[src/rtl/mem_stage_pkg.sv]
`default_nettype none
// ----------------------------------------------------------------------------
// mem_stage_pkg : op codes, FSM encodings and byte-enable constants for MEM.
// Rev 1.0
// ----------------------------------------------------------------------------
package mem_stage_pkg;

  localparam logic [7:0] OP_ADD = 8'b0010_0000;
  localparam logic [7:0] OP_LB  = 8'b1110_0000;
  localparam logic [7:0] OP_LH  = 8'b1110_0001;
  localparam logic [7:0] OP_LW  = 8'b1110_0011;
  localparam logic [7:0] OP_LBU = 8'b1110_0100;
  localparam logic [7:0] OP_LHU = 8'b1110_0101;
  localparam logic [7:0] OP_SB  = 8'b1110_1000;
  localparam logic [7:0] OP_SH  = 8'b1110_1001;
  localparam logic [7:0] OP_SW  = 8'b1110_1011;

  localparam logic [0:0] MEM_IDLE = 1'b0;
  localparam logic [0:0] MEM_REQ  = 1'b1;

  localparam logic [3:0] BE_NONE    = 4'b0000;
  localparam logic [3:0] BE_BYTE0   = 4'b0001;
  localparam logic [3:0] BE_LO_HALF = 4'b0011;
  localparam logic [3:0] BE_HI_HALF = 4'b1100;
  localparam logic [3:0] BE_WORD    = 4'b1111;

  function automatic logic is_load(input logic [7:0] op);
    return (op == OP_LB) || (op == OP_LH) || (op == OP_LW) ||
           (op == OP_LBU) || (op == OP_LHU);
  endfunction

  function automatic logic is_store(input logic [7:0] op);
    return (op == OP_SB) || (op == OP_SH) || (op == OP_SW);
  endfunction

  function automatic logic is_misaligned(input logic [7:0] op, input logic [1:0] lo);
    return (((op == OP_LH) || (op == OP_LHU) || (op == OP_SH)) && lo[0]) ||
           (((op == OP_LW) || (op == OP_SW)) && (lo != 2'b00));
  endfunction

endpackage
`default_nettype wire

[src/rtl/mem_ldst_align.sv]
`default_nettype none
// ----------------------------------------------------------------------------
// mem_ldst_align : byte enables, store lane replication and load extension.
// Rev 1.0
// ----------------------------------------------------------------------------
module mem_ldst_align
  import mem_stage_pkg::*;
(
  input  logic [7:0]  aluop_i,
  input  logic [1:0]  addr_lo_i,
  input  logic [31:0] st_data_i,
  input  logic [31:0] rdata_i,
  output logic [3:0]  be_o,
  output logic [31:0] wdata_o,
  output logic [31:0] ldata_o
);

  logic [7:0]  w_byte;
  logic [15:0] w_half;

  always_comb begin
    w_byte = rdata_i[7:0];
    case (addr_lo_i)
      2'd1:    w_byte = rdata_i[15:8];
      2'd2:    w_byte = rdata_i[23:16];
      2'd3:    w_byte = rdata_i[31:24];
      default: w_byte = rdata_i[7:0];
    endcase
    w_half = addr_lo_i[1] ? rdata_i[31:16] : rdata_i[15:0];
  end

  always_comb begin
    be_o    = BE_NONE;
    wdata_o = st_data_i;
    ldata_o = rdata_i;
    case (aluop_i)
      OP_LB, OP_LBU, OP_SB: begin
        be_o    = BE_BYTE0 << addr_lo_i;
        wdata_o = {4{st_data_i[7:0]}};
        ldata_o = (aluop_i == OP_LB) ? {{24{w_byte[7]}}, w_byte} : {24'b0, w_byte};
      end
      OP_LH, OP_LHU, OP_SH: begin
        be_o    = addr_lo_i[1] ? BE_HI_HALF : BE_LO_HALF;
        wdata_o = {2{st_data_i[15:0]}};
        ldata_o = (aluop_i == OP_LH) ? {{16{w_half[15]}}, w_half} : {16'b0, w_half};
      end
      OP_LW, OP_SW: be_o = BE_WORD;
      default: be_o = BE_NONE;
    endcase
  end

endmodule
`default_nettype wire

[src/rtl/mem_stage.sv]
`default_nettype none
// ----------------------------------------------------------------------------
// mem_stage : EX/MEM register, req/ack bus FSM with timeout, result to WB.
// Optional: MEM_MISALIGN_TRAP_EN traps misaligned half/word accesses.
// Rev 1.0
// ----------------------------------------------------------------------------
module mem_stage
  import mem_stage_pkg::*;
#(
  parameter int TIMEOUT_CYCLES = 16,
  parameter int CNT_W          = 5
) (
  input  logic        clk,
  input  logic        rst,
  input  logic        ex_valid_i,
  input  logic [4:0]  ex_wd_i,
  input  logic        ex_wreg_i,
  input  logic [31:0] ex_wdata_i,
  input  logic [7:0]  ex_aluop_i,
  input  logic [31:0] ex_mem_addr_i,
  input  logic [31:0] ex_mem_data_i,
  input  logic        flush_i,
  output logic        mem_req_o,
  output logic        mem_we_o,
  output logic [31:0] mem_addr_o,
  output logic [3:0]  mem_be_o,
  output logic [31:0] mem_wdata_o,
  input  logic        mem_ack_i,
  input  logic [31:0] mem_rdata_i,
  output logic        wb_valid_o,
  output logic [4:0]  wb_wd_o,
  output logic        wb_wreg_o,
  output logic [31:0] wb_wdata_o,
  output logic        stallreq_o,
  output logic        bus_err_o
);

  logic [0:0]       state_q, state_d;
  logic [CNT_W-1:0] cnt_q, cnt_d;
  logic             req_q, req_d, we_q, we_d;
  logic [31:0]      addr_q, addr_d, mwdata_q, mwdata_d;
  logic [3:0]       be_q, be_d;
  logic             wbv_q, wbv_d, wbwreg_q, wbwreg_d, err_q, err_d;
  logic [4:0]       wbwd_q, wbwd_d, wd_q, wd_d;
  logic [31:0]      wbdata_q, wbdata_d, exdata_q, exdata_d;
  logic             wreg_q, wreg_d;
  logic [7:0]       op_q, op_d;
  logic [1:0]       lo_q, lo_d;

  logic        w_capture, w_is_mem, w_trap, w_timeout;
  logic [7:0]  w_al_op;
  logic [1:0]  w_al_lo;
  logic [3:0]  w_be;
  logic [31:0] w_st, w_ld;

  assign stallreq_o = (state_q == MEM_REQ) && !mem_ack_i;
  assign w_capture  = (state_q == MEM_IDLE) && ex_valid_i && !flush_i && !stallreq_o;
  assign w_is_mem   = is_load(ex_aluop_i) || is_store(ex_aluop_i);
  assign w_timeout  = (cnt_q == CNT_W'(TIMEOUT_CYCLES - 1));
`ifdef MEM_MISALIGN_TRAP_EN
  assign w_trap     = is_misaligned(ex_aluop_i, ex_mem_addr_i[1:0]);
`else
  assign w_trap     = 1'b0;
`endif

  // Shared aligner: EX fields drive store lanes in IDLE, latched op drives load extension in REQ.
  assign w_al_op = (state_q == MEM_REQ) ? op_q : ex_aluop_i;
  assign w_al_lo = (state_q == MEM_REQ) ? lo_q : ex_mem_addr_i[1:0];

  mem_ldst_align u_align (
    .aluop_i   (w_al_op),
    .addr_lo_i (w_al_lo),
    .st_data_i (ex_mem_data_i),
    .rdata_i   (mem_rdata_i),
    .be_o      (w_be),
    .wdata_o   (w_st),
    .ldata_o   (w_ld)
  );

  always_ff @(posedge clk or posedge rst) begin
    if (rst) state_q <= MEM_IDLE;
    else     state_q <= state_d;
  end

  always_comb begin
    state_d = state_q;
    case (state_q)
      MEM_IDLE: if (w_capture && w_is_mem && !w_trap) state_d = MEM_REQ;
      MEM_REQ:  if (mem_ack_i || w_timeout) state_d = MEM_IDLE;
      default:  state_d = MEM_IDLE;
    endcase
  end

  always_comb begin
    cnt_d    = cnt_q;    req_d    = req_q;    we_d     = we_q;
    addr_d   = addr_q;   be_d     = be_q;     mwdata_d = mwdata_q;
    wbv_d    = 1'b0;     err_d    = 1'b0;
    wbwd_d   = wbwd_q;   wbwreg_d = wbwreg_q; wbdata_d = wbdata_q;
    wd_d     = wd_q;     wreg_d   = wreg_q;   exdata_d = exdata_q;
    op_d     = op_q;     lo_d     = lo_q;
    if (state_q == MEM_IDLE) begin
      if (w_capture) begin
        wbwd_d = ex_wd_i;
        if (!w_is_mem) begin
          wbv_d    = 1'b1;
          wbwreg_d = ex_wreg_i;
          wbdata_d = ex_wdata_i;
        end else if (w_trap) begin
          wbv_d    = 1'b1;
          wbwreg_d = 1'b0;
          err_d    = 1'b1;
        end else begin
          req_d    = 1'b1;
          we_d     = is_store(ex_aluop_i);
          addr_d   = {ex_mem_addr_i[31:2], 2'b00};
          be_d     = w_be;
          mwdata_d = w_st;
          cnt_d    = '0;
          wd_d     = ex_wd_i;
          wreg_d   = ex_wreg_i;
          exdata_d = ex_wdata_i;
          op_d     = ex_aluop_i;
          lo_d     = ex_mem_addr_i[1:0];
        end
      end
    end else if (mem_ack_i) begin
      req_d    = 1'b0;
      we_d     = 1'b0;
      wbv_d    = 1'b1;
      wbwd_d   = wd_q;
      wbwreg_d = is_load(op_q) && wreg_q;
      wbdata_d = is_load(op_q) ? w_ld : exdata_q;
    end else if (w_timeout) begin
      req_d    = 1'b0;
      we_d     = 1'b0;
      wbv_d    = 1'b1;
      wbwd_d   = wd_q;
      wbwreg_d = 1'b0;
      err_d    = 1'b1;
    end else begin
      cnt_d = cnt_q + CNT_W'(1);
    end
  end

  always_ff @(posedge clk or posedge rst) begin
    if (rst) begin
      cnt_q <= '0;  req_q <= 1'b0;  we_q <= 1'b0;  addr_q <= '0;  be_q <= '0;
      mwdata_q <= '0;  wbv_q <= 1'b0;  err_q <= 1'b0;  wbwd_q <= '0;
      wbwreg_q <= 1'b0;  wbdata_q <= '0;  wd_q <= '0;  wreg_q <= 1'b0;
      exdata_q <= '0;  op_q <= '0;  lo_q <= '0;
    end else begin
      cnt_q <= cnt_d;  req_q <= req_d;  we_q <= we_d;  addr_q <= addr_d;  be_q <= be_d;
      mwdata_q <= mwdata_d;  wbv_q <= wbv_d;  err_q <= err_d;  wbwd_q <= wbwd_d;
      wbwreg_q <= wbwreg_d;  wbdata_q <= wbdata_d;  wd_q <= wd_d;  wreg_q <= wreg_d;
      exdata_q <= exdata_d;  op_q <= op_d;  lo_q <= lo_d;
    end
  end

  assign mem_req_o   = req_q;
  assign mem_we_o    = we_q;
  assign mem_addr_o  = addr_q;
  assign mem_be_o    = be_q;
  assign mem_wdata_o = mwdata_q;
  assign wb_valid_o  = wbv_q;
  assign wb_wd_o     = wbwd_q;
  assign wb_wreg_o   = wbwreg_q;
  assign wb_wdata_o  = wbdata_q;
  assign bus_err_o   = err_q;

endmodule
`default_nettype wire

[config.mk]
export PLATFORM = sky130hd
export DESIGN_NAME = mem_stage
export DESIGN_NICKNAME = d
export VERILOG_FILES = /design/src/rtl/mem_stage_pkg.sv /design/src/rtl/mem_ldst_align.sv /design/src/rtl/mem_stage.sv
export SDC_FILE = /design/constraint.sdc
export NUM_CORES = 1
export LEC_CHECK = 0
export ABC_AREA = 1
export BUFFER_PORTS_ARGS = -buffer_cell sky130_fd_sc_hd__buf_2
export CORE_AREA = 8 8 147 149
export DETAILED_ROUTE_END_ITERATION = 6
export DIE_AREA = 0 0 155 157
export PLACE_DENSITY = 0.76
export SETUP_SLACK_MARGIN = 0.4
export SLEW_MARGIN = 40
export SYNTH_ARGS = -nofsm -noshare
export SYNTH_HDL_FRONTEND = slang
export SYNTH_HIERARCHICAL = 1
export SYNTH_SLANG_ARGS = --single-unit
export TNS_END_PERCENT = 50
[constraint.sdc]
create_clock -name clk -period 4.7 [get_ports clk]
set_input_delay 0.47 -clock clk [delete_from_list [all_inputs] [get_ports clk]]
set_output_delay 0.47 -clock clk [all_outputs]
set_load 0.1 [all_outputs]
==> impl_metrics.py, run 1 <==
metrics = {
    "yosys": {
        "ys_ff_latch": 162,
        "avgSynthCellArea_um2": 6.94,
        "netlist_instances": 1308,
        "syn_area_mm2": 0.00908,
        "ys_warn_count": 6,
        "synth_cell_types": 30,
        "synth-seq-area-share_pct": 44.7,
    },
    "setup_path": {
        "worstPathRequired_ps": 5060,
        "worst_setup_path_end_kind": "flop",
        "crit_path_max_fanout": 27,
        "timing.rr.end": "wb_wdata_o[21]$_DFFE_PP0P_",
        "rrSetupSlack_ps": 1670,
        "critPathLaunchType": "flop",
        "crit_type": "reg -> reg",
        "crit_arrival_ps": 3390,
        "timing.reg2reg.worst_path_depth": 13,
        "reg2reg_from": "state_q$_DFF_PP0_",
    },
    "clock_network": {
        "cts_hold_buf": 0,
        "cts_tree": "built",
        "cts.sink_count": 162,
        "post_cts_buffers": 0,
        "clock_path_buffers": 2,
        "htreeDepth": 4,
        "clk_pin_slew_ps": 70,
        "numCtsBuffers": 17,
        "clock_latency_ps": 430,
        "post_cts_resized": 0,
        "clockRootBuffer": "clkbuf_16",
    },
    "detailed_routing": {
        "dr.pass1.iters": 5,
        "routedWlPerCell_um": 16.3,
        "drc": 0,
        "dr.first_iter.drc_count": 566,
        "ant_nets": 0,
        "vias": 9255,
        "vias_per_cell": 5.16,
        "routed_wl_um": 29200,
    },
    "die": {
        "die_x_um": 155,
        "ios": 258,
        "die_h_um": 157,
        "die-area_mm2": 0.0243,
        "start_util_pct": 47.3,
        "core_mm2": 0.0192,
        "rows": 51,
    },
    "global_routing": {
        "grtUsageTotal_pct": 24.0,
        "grt_pass1_wl_um": 46600,
        "grt_remaining_overflow": 0,
        "grt_pass1_vias": 9044,
        "grt_max_degree": 128,
        "antenna_found_initial": 17,
    },
    "sta": {
        "finalSetupTns_ps": 0,
        "final_hold_viol_count": 0,
        "fmax_mhz": 330,
        "setup_viol": 0,
        "slew_headroom_pct": 49.6,
        "period_minus_slack_ps": 3030,
        "fin_skew_ps": 8.91,
        "tightest_slew_ps": 753,
        "finalMaxSlewViolations": 0,
        "rsz0062_at_grt": "no",
        "finalCritPeriodShare_pct": 64.6,
    },
    "power": {
        "cellLeakagePower_nw": 6.39,
        "pwr-share-seq_pct": 34.8,
        "switching_share_pct": 43.5,
        "ir_worst_vdd_mv": 0.254,
        "power_switching_mw": 2.15,
        "combPwrFrac_pct": 35.6,
        "p_int_mw": 2.79,
        "clock_power_share_pct": 29.6,
        "powerDensity_mw_per_mm2": 452,
    },
    "final_layout": {
        "nets": 1655,
        "drive_gt1_share_pct": 21.5,
        "synthToLayoutAreaGrowth_pct": 20.6,
        "stdcell_area_mm2": 0.0109,
    },
    "placed_design": {
        "port_buffers": 255,
        "gp_congestion": 0.905,
        "hpwl_um": 20100,
        "dpl_cell_area_mm2": 0.0103,
    },
    "min_path": {
        "hold_class": "in -> async",
    },
    "run": {
        "cap_viol_max_count": 0,
    },
    "run_status": {
        "status": "finished clean",
    },
}
[power by group through the flow]
stage	clock [mW]	sequential, mW	combinational, mW
2_1_floorplan	0	2.73	0.419
3_3_place_gp	0	1.74	1.74
3_5_place_dp	0	1.74	1.76
4_1_cts	1.50	1.72	1.76
5_1_grt	1.56	1.74	1.86
6_report	1.47	1.72	1.76
[synth_stat cells (all sizes together)]
cell / n / area, um2
buf: 69 / 485
dfrtp: 162 / 4050
nand3: 246 / 1240
ha: 2 / 25.0
a31oi: 5 / 31.3
clkinv: 1 / 3.75
nand2: 606 / 2290
nor2: 26 / 120
xor2: 1 / 8.76
inv: 98 / 370
nand4: 8 / 50.1
a21oi: 2 / 10.0
or2: 4 / 25.0
o21ai: 50 / 250
clkbuf: 24 / 90.1
nor3: 2 / 10.0
conb: 1 / 3.75
nor3b: 1 / 7.51
[cell usage in the layout, fill, tap and decap left out, types with 2 or more instances in the layout]
master	synthesis	routed
inv_6	0	6
a21oi_1	2	2
nor2_2	3	3
or2_2	3	3
nand4_1	8	8
dfrtp_1	162	161
nand3_2	2	2
inv_4	1	2
conb_1	1	2
buf_4	21	13
nand2_2	4	4
buf_2	28	255
bufinv_16	0	3
inv_1	93	92
buf_12	0	2
nand2_4	1	3
nand2_1	601	599
a31oi_1	5	5
nor2_1	21	21
o21ai_1	26	27
clkinvlp_4	0	3
ha_1	2	2
nand3_1	244	244
nor3_1	2	2
o21ai_0	24	22
nor2_4	2	2
diode_2	0	11
clkbuf_16	0	17
inv_2	4	3
[cells by family after synthesis]
group,synth area share (%)
other,0.0413
AO/OA/AOI/OAI,3.21
adder cells (fa/ha/maj),0.276
AND/OR/NAND/NOR,41.3
buffers and inverters,10.5
XOR/XNOR,0.0965
flip-flops,44.7
[how the worst max path moves through the flow]
stage	start	endpoint	depth (start not counted)
2_1_floorplan	mem_ack_i	wb_wd_o[0]$_DFFE_PP0P_	7
3_3_place_gp	ex_aluop_i[0]	wb_wdata_o[15]$_DFFE_PP0P_	15
3_5_place_dp	state_q$_DFF_PP0_	wb_wdata_o[21]$_DFFE_PP0P_	13
4_1_cts	state_q$_DFF_PP0_	wb_wdata_o[21]$_DFFE_PP0P_	13
5_1_grt	state_q$_DFF_PP0_	wb_wdata_o[21]$_DFFE_PP0P_	13
6_report	state_q$_DFF_PP0_	wb_wdata_o[21]$_DFFE_PP0P_	13
[per-stage QoR]
step	utilization [%]	cells	setup WS (ps)	hold WS, ps	power (mW)
final	57.0	1794	1670	18.7	4.95
after global routing	57.0	1791	1340	26.5	5.16
after CTS	56.7	1782	1700	207	4.98
after detailed placement	53.5	1751	1740	454	3.50
after global placement	53.4	1751	1540	449	3.48
after floorplan	-	1309	2100	442	3.14
[critical path, stage by stage (launching register included)]
cell and delay [ps]:
dfrtp_2 650, inv_2 160, o21ai_0 240, nand2_1 100, nor2_2 390, buf_4 400, nand3_2 350, nand3_1 190
inv_1 60, nand3_1 110, nand3_1 90, nand2_1 80, nand2_1 50, nand2_1 90
[metal layers]
metal	up-vias	wire (um)	GRT usage (%)
met5	-	69	0
li1	4508	-	-
met1	4241	12000	29.0
met4	12	888	11.3
met2	429	13300	38.2
met3	65	2840	7.87
[sequential cells by signal (all words and copies together) (netlist names), 2 cells and up]
name / count
exdata_q: 32
mem_wdata_o: 32
wb_wdata_o: 32
mem_addr_o: 30
op_q: 8
cnt_q: 5
wb_wd_o: 5
wd_q: 5
mem_be_o: 4
lo_q: 2
[final cells by class]
type	count	area [um2]
diodes	11	27.5
inverters	99	380
repair buffers	271	1440
clock buffers	18	439
flip-flops and latches	162	4060
multi-input cells	955	4100
well taps	265	332
fillers	1849	8260
clock inverters	13	174
No activity file was read; power rests on OpenSTA's default activity.
==> run 2: changes to the inputs <==
- ABC_AREA: 1 -> 0
- CORE_AREA: 8 8 147 149 -> 8 8 138 140
- DIE_AREA: 0 0 155 157 -> 0 0 146 148
- PLACE_DENSITY: 0.76 -> 0.8
- clock period: 4.7 -> 3 ns (I/O delays scaled with it)
==> run 2 against run 1 <==
Against the previous run:
- total power is 51% higher
- hold slack better by 85 ps
- setup slack worse by 1200 ps
- critical path depth is 6 lower
- largest cell class unchanged
- count of clock-buffer cells in the layout stayed put
- largest power group unchanged
- critical path type unchanged
==> impl_metrics.py, run 2 <==
metrics = {
    "run_status": {
        "status": "finished clean",
    },
    "yosys": {
        "synth_area_leaders": "dfrtp_1, mux2_4, mux2_2",
        "yosysMostFrequentCell": "dfrtp_1",
        "synth_commonest_cells": "dfrtp_1, mux2_4, nor3_1, inv_1, o32ai_1",
        "avgSynthCellArea_um2": 11.9,
        "synth_async_sr_flop_share_pct": 100,
        "ys_warn_count": 6,
        "netlist_instances": 741,
        "synth-seq-area-share_pct": 46.1,
        "synth-main-ff-cell": "dfrtp_1",
        "synth_top_cell_by_area": "dfrtp_1",
        "synth_cell_types": 56,
        "syn_area_mm2": 0.00879,
        "synth_top_area_share_pct": 46.1,
        "ys_ff_latch": 162,
        "synth_edf_count": 0,
    },
    "sta": {
        "tightest_slew_ps": 706,
        "slew_headroom_pct": 52.7,
        "fmax_mhz": 394,
        "fin_skew_ps": 9.43,
        "fin_ws_ps": 461,
        "whs_ps": 104,
        "finalMaxSlewViolations": 0,
        "final_hold_viol_count": 0,
        "rsz0062_at_grt": "no",
        "setup_viol": 0,
        "period_minus_slack_ps": 2540,
        "finalCritPeriodShare_pct": 84.6,
    },
    "setup_path": {
        "critPathLaunchType": "flop",
        "worstPathRequired_ps": 3280,
        "crit_start": "state_q$_DFF_PP0_",
        "rrSetupSlack_ps": 460,
        "max_stage_delay_ps": 500,
        "crit_chain": "buf_4, mux2_4, mux4_2, and4_4, a211o_1, nor3_1, o32ai_1",
        "crit_arrival_ps": 2820,
        "worst_setup_path_end_kind": "flop",
        "crit_path_max_fanout": 12,
        "crit_type": "reg -> reg",
        "critPathTopFamily": "multiplexers",
        "cpMaxStageDelayCell": "mux4_2",
        "reg2reg_from": "state_q$_DFF_PP0_",
        "crit_buf_inv": 1,
    },
    "die": {
        "rows": 48,
        "core_mm2": 0.0169,
        "start_util_pct": 51.9,
        "die_x_um": 146,
        "die_h_um": 148,
        "die-area_mm2": 0.0216,
        "ios": 258,
    },
    "final_layout": {
        "layout_common_cells": "buf_2, dfrtp_1, mux2_4",
        "nets": 1121,
        "post-route-util_pct": 63.9,
        "stdcell_area_mm2": 0.0108,
        "synthToLayoutAreaGrowth_pct": 23.1,
        "layout_commonest_cell": "buf_2",
        "drive_gt1_share_pct": 48.3,
    },
    "detailed_routing": {
        "routedWlPerCell_um": 21.6,
        "vias_per_cell": 5.90,
        "dr.first_iter.drc_count": 506,
        "drc": 0,
        "vias": 7167,
        "dr.pass1.iters": 5,
        "routed_wl_um": 26200,
        "ant_nets": 0,
    },
    "placed_design": {
        "gp_congestion": 0.923,
        "post-place-ws_ps": 273,
        "dpl_cell_area_mm2": 0.0102,
        "hpwl_um": 18800,
        "port_buffers": 255,
    },
    "power": {
        "powerDensity_mw_per_mm2": 691,
        "ir_worst_vdd_mv": 0.450,
        "finalPower_mw": 7.48,
        "cellLeakagePower_nw": 5.51,
    },
    "global_routing": {
        "grtUsageTotal_pct": 23.8,
        "antenna_found_initial": 7,
        "grt_max_degree": 92,
        "grt_pass1_vias": 7520,
        "grt_pass1_wl_um": 41100,
        "grt_remaining_overflow": 0,
    },
    "run": {
        "cap_viol_max_count": 0,
    },
    "min_path": {
        "min_from": "ex_mem_addr_i[5]",
        "hold_class": "in -> reg",
    },
    "clock_network": {
        "htreeDepth": 4,
        "cts_tree": "built",
        "cts.sink_count": 162,
        "numCtsBuffers": 17,
        "clk_pin_slew_ps": 70,
        "clockRootBuffer": "clkbuf_16",
        "clock_path_buffers": 2,
        "clock_latency_ps": 420,
    },
}
## run 2: cell types whose count changed in the layout (fill, tap and decap cells not counted), moves of 12 or more
| cell | previous run | this run |
|---|---|---|
| mux2_4 | 0 | 101 |
| nand2_1 | 599 | 14 |
| buf_4 | 13 | 26 |
| nand3_1 | 244 | 7 |
| a31oi_1 | 5 | 32 |
| mux2i_1 | 0 | 21 |
| o21ai_1 | 27 | 0 |
| a21oi_1 | 2 | 14 |
| o32ai_1 | 0 | 45 |
| o2bb2ai_1 | 0 | 17 |
| mux2_2 | 0 | 36 |
| nor3_1 | 2 | 64 |
| inv_1 | 92 | 44 |
## run 2: path summary, 6_finish.rpt
check,endpoint,cells past startpoint
min in group asynchronous,mem_addr_o[20]$_DFFE_PP0P_,3
hold / removal,mem_addr_o[5]$_DFFE_PP0P_,2
hold reg to reg,mem_req_o$_DFFE_PP0P_,1
max in group asynchronous,wb_wdata_o[13]$_DFFE_PP0P_,4
setup / recovery,wb_wdata_o[14]$_DFFE_PP0P_,7
setup reg to reg,wb_wdata_o[14]$_DFFE_PP0P_,7
## run 2: metal layers
layer	vias to the layer above	track usage (%)	share of wire, %
met5	-	0	0.20
met4	8	7.37	1.9
met3	41	9.17	10
met2	353	38.5	48
met1	3535	28.9	39
li1	3230	-	-
## run 2: worst reg2reg max path: stages (launching register included)
cell     delay, ps
dfrtp_2        460
buf_4          180
mux2_4         390
mux4_2         510
and4_4         250
a211o_1        280
nor3_1         220
o32ai_1        120
## run 2: final cells by class
type                       instances  area, um2
inverter                          46        176
timing repair buffer             286       1550
clock inverter                    14        131
clock buffer                      18        429
tap                              225        282
fill                            1360       6120
antenna                            5       12.5
multi-input combinational        459       4180
sequential                       162       4060
## run 2: report_power, final
part | switching, mW | internal (mW)
Sequential | 0.190 | 2.49
Combinational | 2.06 | 0.638
Clock | 0.939 | 1.15
## run 2: logic make-up (layout without fill, tap and decap cells)
family,count (synthesis),after routing,synth area share [%]
compound gates,165,165,13.9
buf+inv,121,364,6.89
fa+ha+maj,2,2,0.285
other cells,1,7,0.0427
mux,160,160,24.6
simple gates,130,130,8.14
flops,162,162,46.1
## run 2: what timing repair did
action | CTS | global route
setup buffers | 2 | 2
resized for setup | 4 | 4
setup endpoints to repair | 37 | 18
hold buffers | 1 | 0
gates cloned | 0 | 0
pin swaps | 0 | 3
hold endpoints to repair | 24 | 0
## run 2: per-stage QoR
stage | TNS [ps] | instances
global placement | 0 | 1173
detailed placement | 0 | 1173
floorplan | -145 | 742
CTS | 0 | 1208
global route | 0 | 1213
finish | 0 | 1215
==> run 3: changes to the inputs <==
- ABC_AREA: 0 -> 1
- CORE_AREA: 8 8 138 140 -> 8 8 140 142
- DIE_AREA: 0 0 146 148 -> 0 0 148 150
- PLACE_DENSITY: 0.8 -> 0.79
- clock period: 3 -> 2.4 ns (I/O delays scaled with it)
==> run 3 against run 2 <==
Against the previous run:
- combinational power rose by 33%
- critical endpoint is now wb_wdata_o[12]$_DFFE_PP0P_
- largest power group unchanged
- critical path type unchanged
- via count increased by 37%
- count of clock-buffer cells in the layout shrank 1
- sequential power rose by 26%
- largest cell class unchanged
- first-iteration DRC count is 130% higher
- global-route usage up 2.7 points
==> impl_metrics.py, run 3 (synthesis gave the netlist of run 1 again) <==
metrics = {
    "run_status": {
        "status": "finished clean",
    },
    "detailed_routing": {
        "routed_wl_um": 31400,
        "drc": 0,
        "dr.pass1.iters": 5,
        "ant_nets": 0,
        "vias_per_cell": 5.44,
        "routedWlPerCell_um": 17.3,
        "dr.first_iter.drc_count": 1180,
        "vias": 9852,
    },
    "sta": {
        "fmax_mhz": 453,
        "slew_headroom_pct": 64.9,
        "finalCritPeriodShare_pct": 92.1,
        "setup_viol": 0,
        "period_minus_slack_ps": 2210,
        "fin_skew_ps": 8.53,
        "rsz0062_at_grt": "yes",
        "fin_ws_ps": 190,
        "final_hold_viol_count": 0,
        "finalMaxSlewViolations": 0,
        "tightest_slew_ps": 526,
    },
    "placed_design": {
        "port_buffers": 255,
        "place_inst": 1737,
        "hpwl_um": 20200,
        "gp_congestion": 0.933,
        "post-place-ws_ps": -68.9,
    },
    "setup_path": {
        "worst_setup_path_end_kind": "flop",
        "worstPathRequired_ps": 2760,
        "reg2reg_from": "state_q$_DFF_PP0_",
        "rrSetupSlack_ps": 190,
        "crit_start": "state_q$_DFF_PP0_",
        "timing.rr.end": "wb_wdata_o[12]$_DFFE_PP0P_",
        "cp_common_cell": "nand3_1",
        "cp-endpoint": "wb_wdata_o[12]$_DFFE_PP0P_",
        "cp.depth": 15,
        "crit_arrival_ps": 2570,
        "crit_path_max_fanout": 6,
        "critPathTopFamily": "simple AND/OR/NAND/NOR gates",
        "crit_type": "reg -> reg",
        "timing.reg2reg.worst_path_depth": 15,
        "crit_chain": "buf_8, buf_8, o21ai_4, buf_6, nand3_1, nand3_2, nand3_4, buf_12, nand3_1, inv_1, nand3_1, nand3_1, nand2_1, nand2_1, nand2_1",
        "cpMaxStageDelayCell": "dfrtp_2",
        "critPathLaunchType": "flop",
        "max_stage_delay_ps": 450,
        "crit_buf_inv": 5,
    },
    "final_layout": {
        "nets": 1716,
        "synthToLayoutAreaGrowth_pct": 34.1,
        "fill_cells": 1448,
        "layout_common_cells": "nand2_1, buf_2, nand3_1",
        "drive_gt1_share_pct": 28.2,
        "layout_commonest_cell": "nand2_1",
        "final_cells": 1812,
    },
    "run": {
        "cap_viol_max_count": 0,
    },
    "die": {
        "start_util_pct": 51.8,
        "die-area_mm2": 0.0222,
        "die_h_um": 150,
        "rows": 49,
        "core_mm2": 0.0175,
        "die_x_um": 148,
        "ios": 258,
    },
    "clock_network": {
        "cts.sink_count": 162,
        "clk_pin_slew_ps": 70,
        "clock_path_buffers": 2,
        "clockRootBuffer": "clkbuf_16",
        "htreeDepth": 4,
        "clock_latency_ps": 430,
        "numCtsBuffers": 17,
        "cts_tree": "built",
    },
    "power": {
        "ir_worst_vdd_mv": 0.590,
        "cellLeakagePower_nw": 6.98,
        "powerDensity_mw_per_mm2": 808,
    },
    "min_path": {
        "whs_path_depth": 3,
        "hold_class": "in -> reg",
    },
    "global_routing": {
        "antenna_found_initial": 6,
        "grtUsageTotal_pct": 26.4,
        "grt_pass1_vias": 9260,
        "grt_pass1_wl_um": 47400,
        "grt_remaining_overflow": 0,
        "grt_max_degree": 94,
    },
}
## run 3: worst min-delay path, delay by kind of cell
kind | cells | cell delay (ps)
buffers and inverters | 1 | 80
AND/OR/NAND/NOR | 2 | 80
## run 3: how the worst min path moves through the flow
stage / startpoint / end
after floorplan: mem_ack_i / bus_err_o$_DFF_PP0_
after global placement: rst / mem_addr_o[10]$_DFFE_PP0P_
after detailed placement: rst / mem_addr_o[10]$_DFFE_PP0P_
after CTS: ex_mem_addr_i[11] / mem_addr_o[11]$_DFFE_PP0P_
after global routing: ex_mem_addr_i[28] / mem_addr_o[28]$_DFFE_PP0P_
final: ex_mem_addr_i[30] / mem_addr_o[30]$_DFFE_PP0P_
## run 3: area by class of cell
cell class	instances	area, um2	share of cell area (%)
sequential	162	4060	33.3
antenna	3	7.51	0.0617
timing repair buffer	331	2320	19.0
inverter	99	402	3.30
clock buffer	17	425	3.49
tap	229	287	2.35
clock inverter	15	191	1.57
multi-input combinational	956	4490	36.9
## run 3: layer usage
layer	vias up	global-route usage (%)	part of all wire [%]
met4	6	10.7	3.1
met2	566	42.7	47
li1	4633	-	-
met3	94	7.56	10
met5	-	0	0.10
met1	4553	32.8	39
## run 3: timing repair
action	4_1_cts	5_1_grt
hold buffers	8	0
setup endpoints to repair	59	105
cloned	4	8
setup buffers	10	10
gates resized for setup	40	94
pin swaps	7	57
endpoints found under the hold margin	76	0
## run 3: report_power, final
group / internal (mW) / switching (mW) / total (mW)
sequential: 3.16 / 0.209 / 3.37
clock: 1.67 / 1.19 / 2.86
combinational: 0.699 / 2.90 / 3.60
## run 3: metrics by stage
step	power (mW)	setup TNS, ps	instance area [um2]	utilization (%)	hold slack [ps]
final	9.84	0	12200	69.4	11.6
after global routing	10.2	0	12200	69.4	9.52
after CTS	9.80	0	11500	65.5	0.580
after detailed placement	6.88	-666	10500	59.8	409
after global placement	6.84	0	10500	59.8	416
after floorplan	6.16	0	9090	-	313
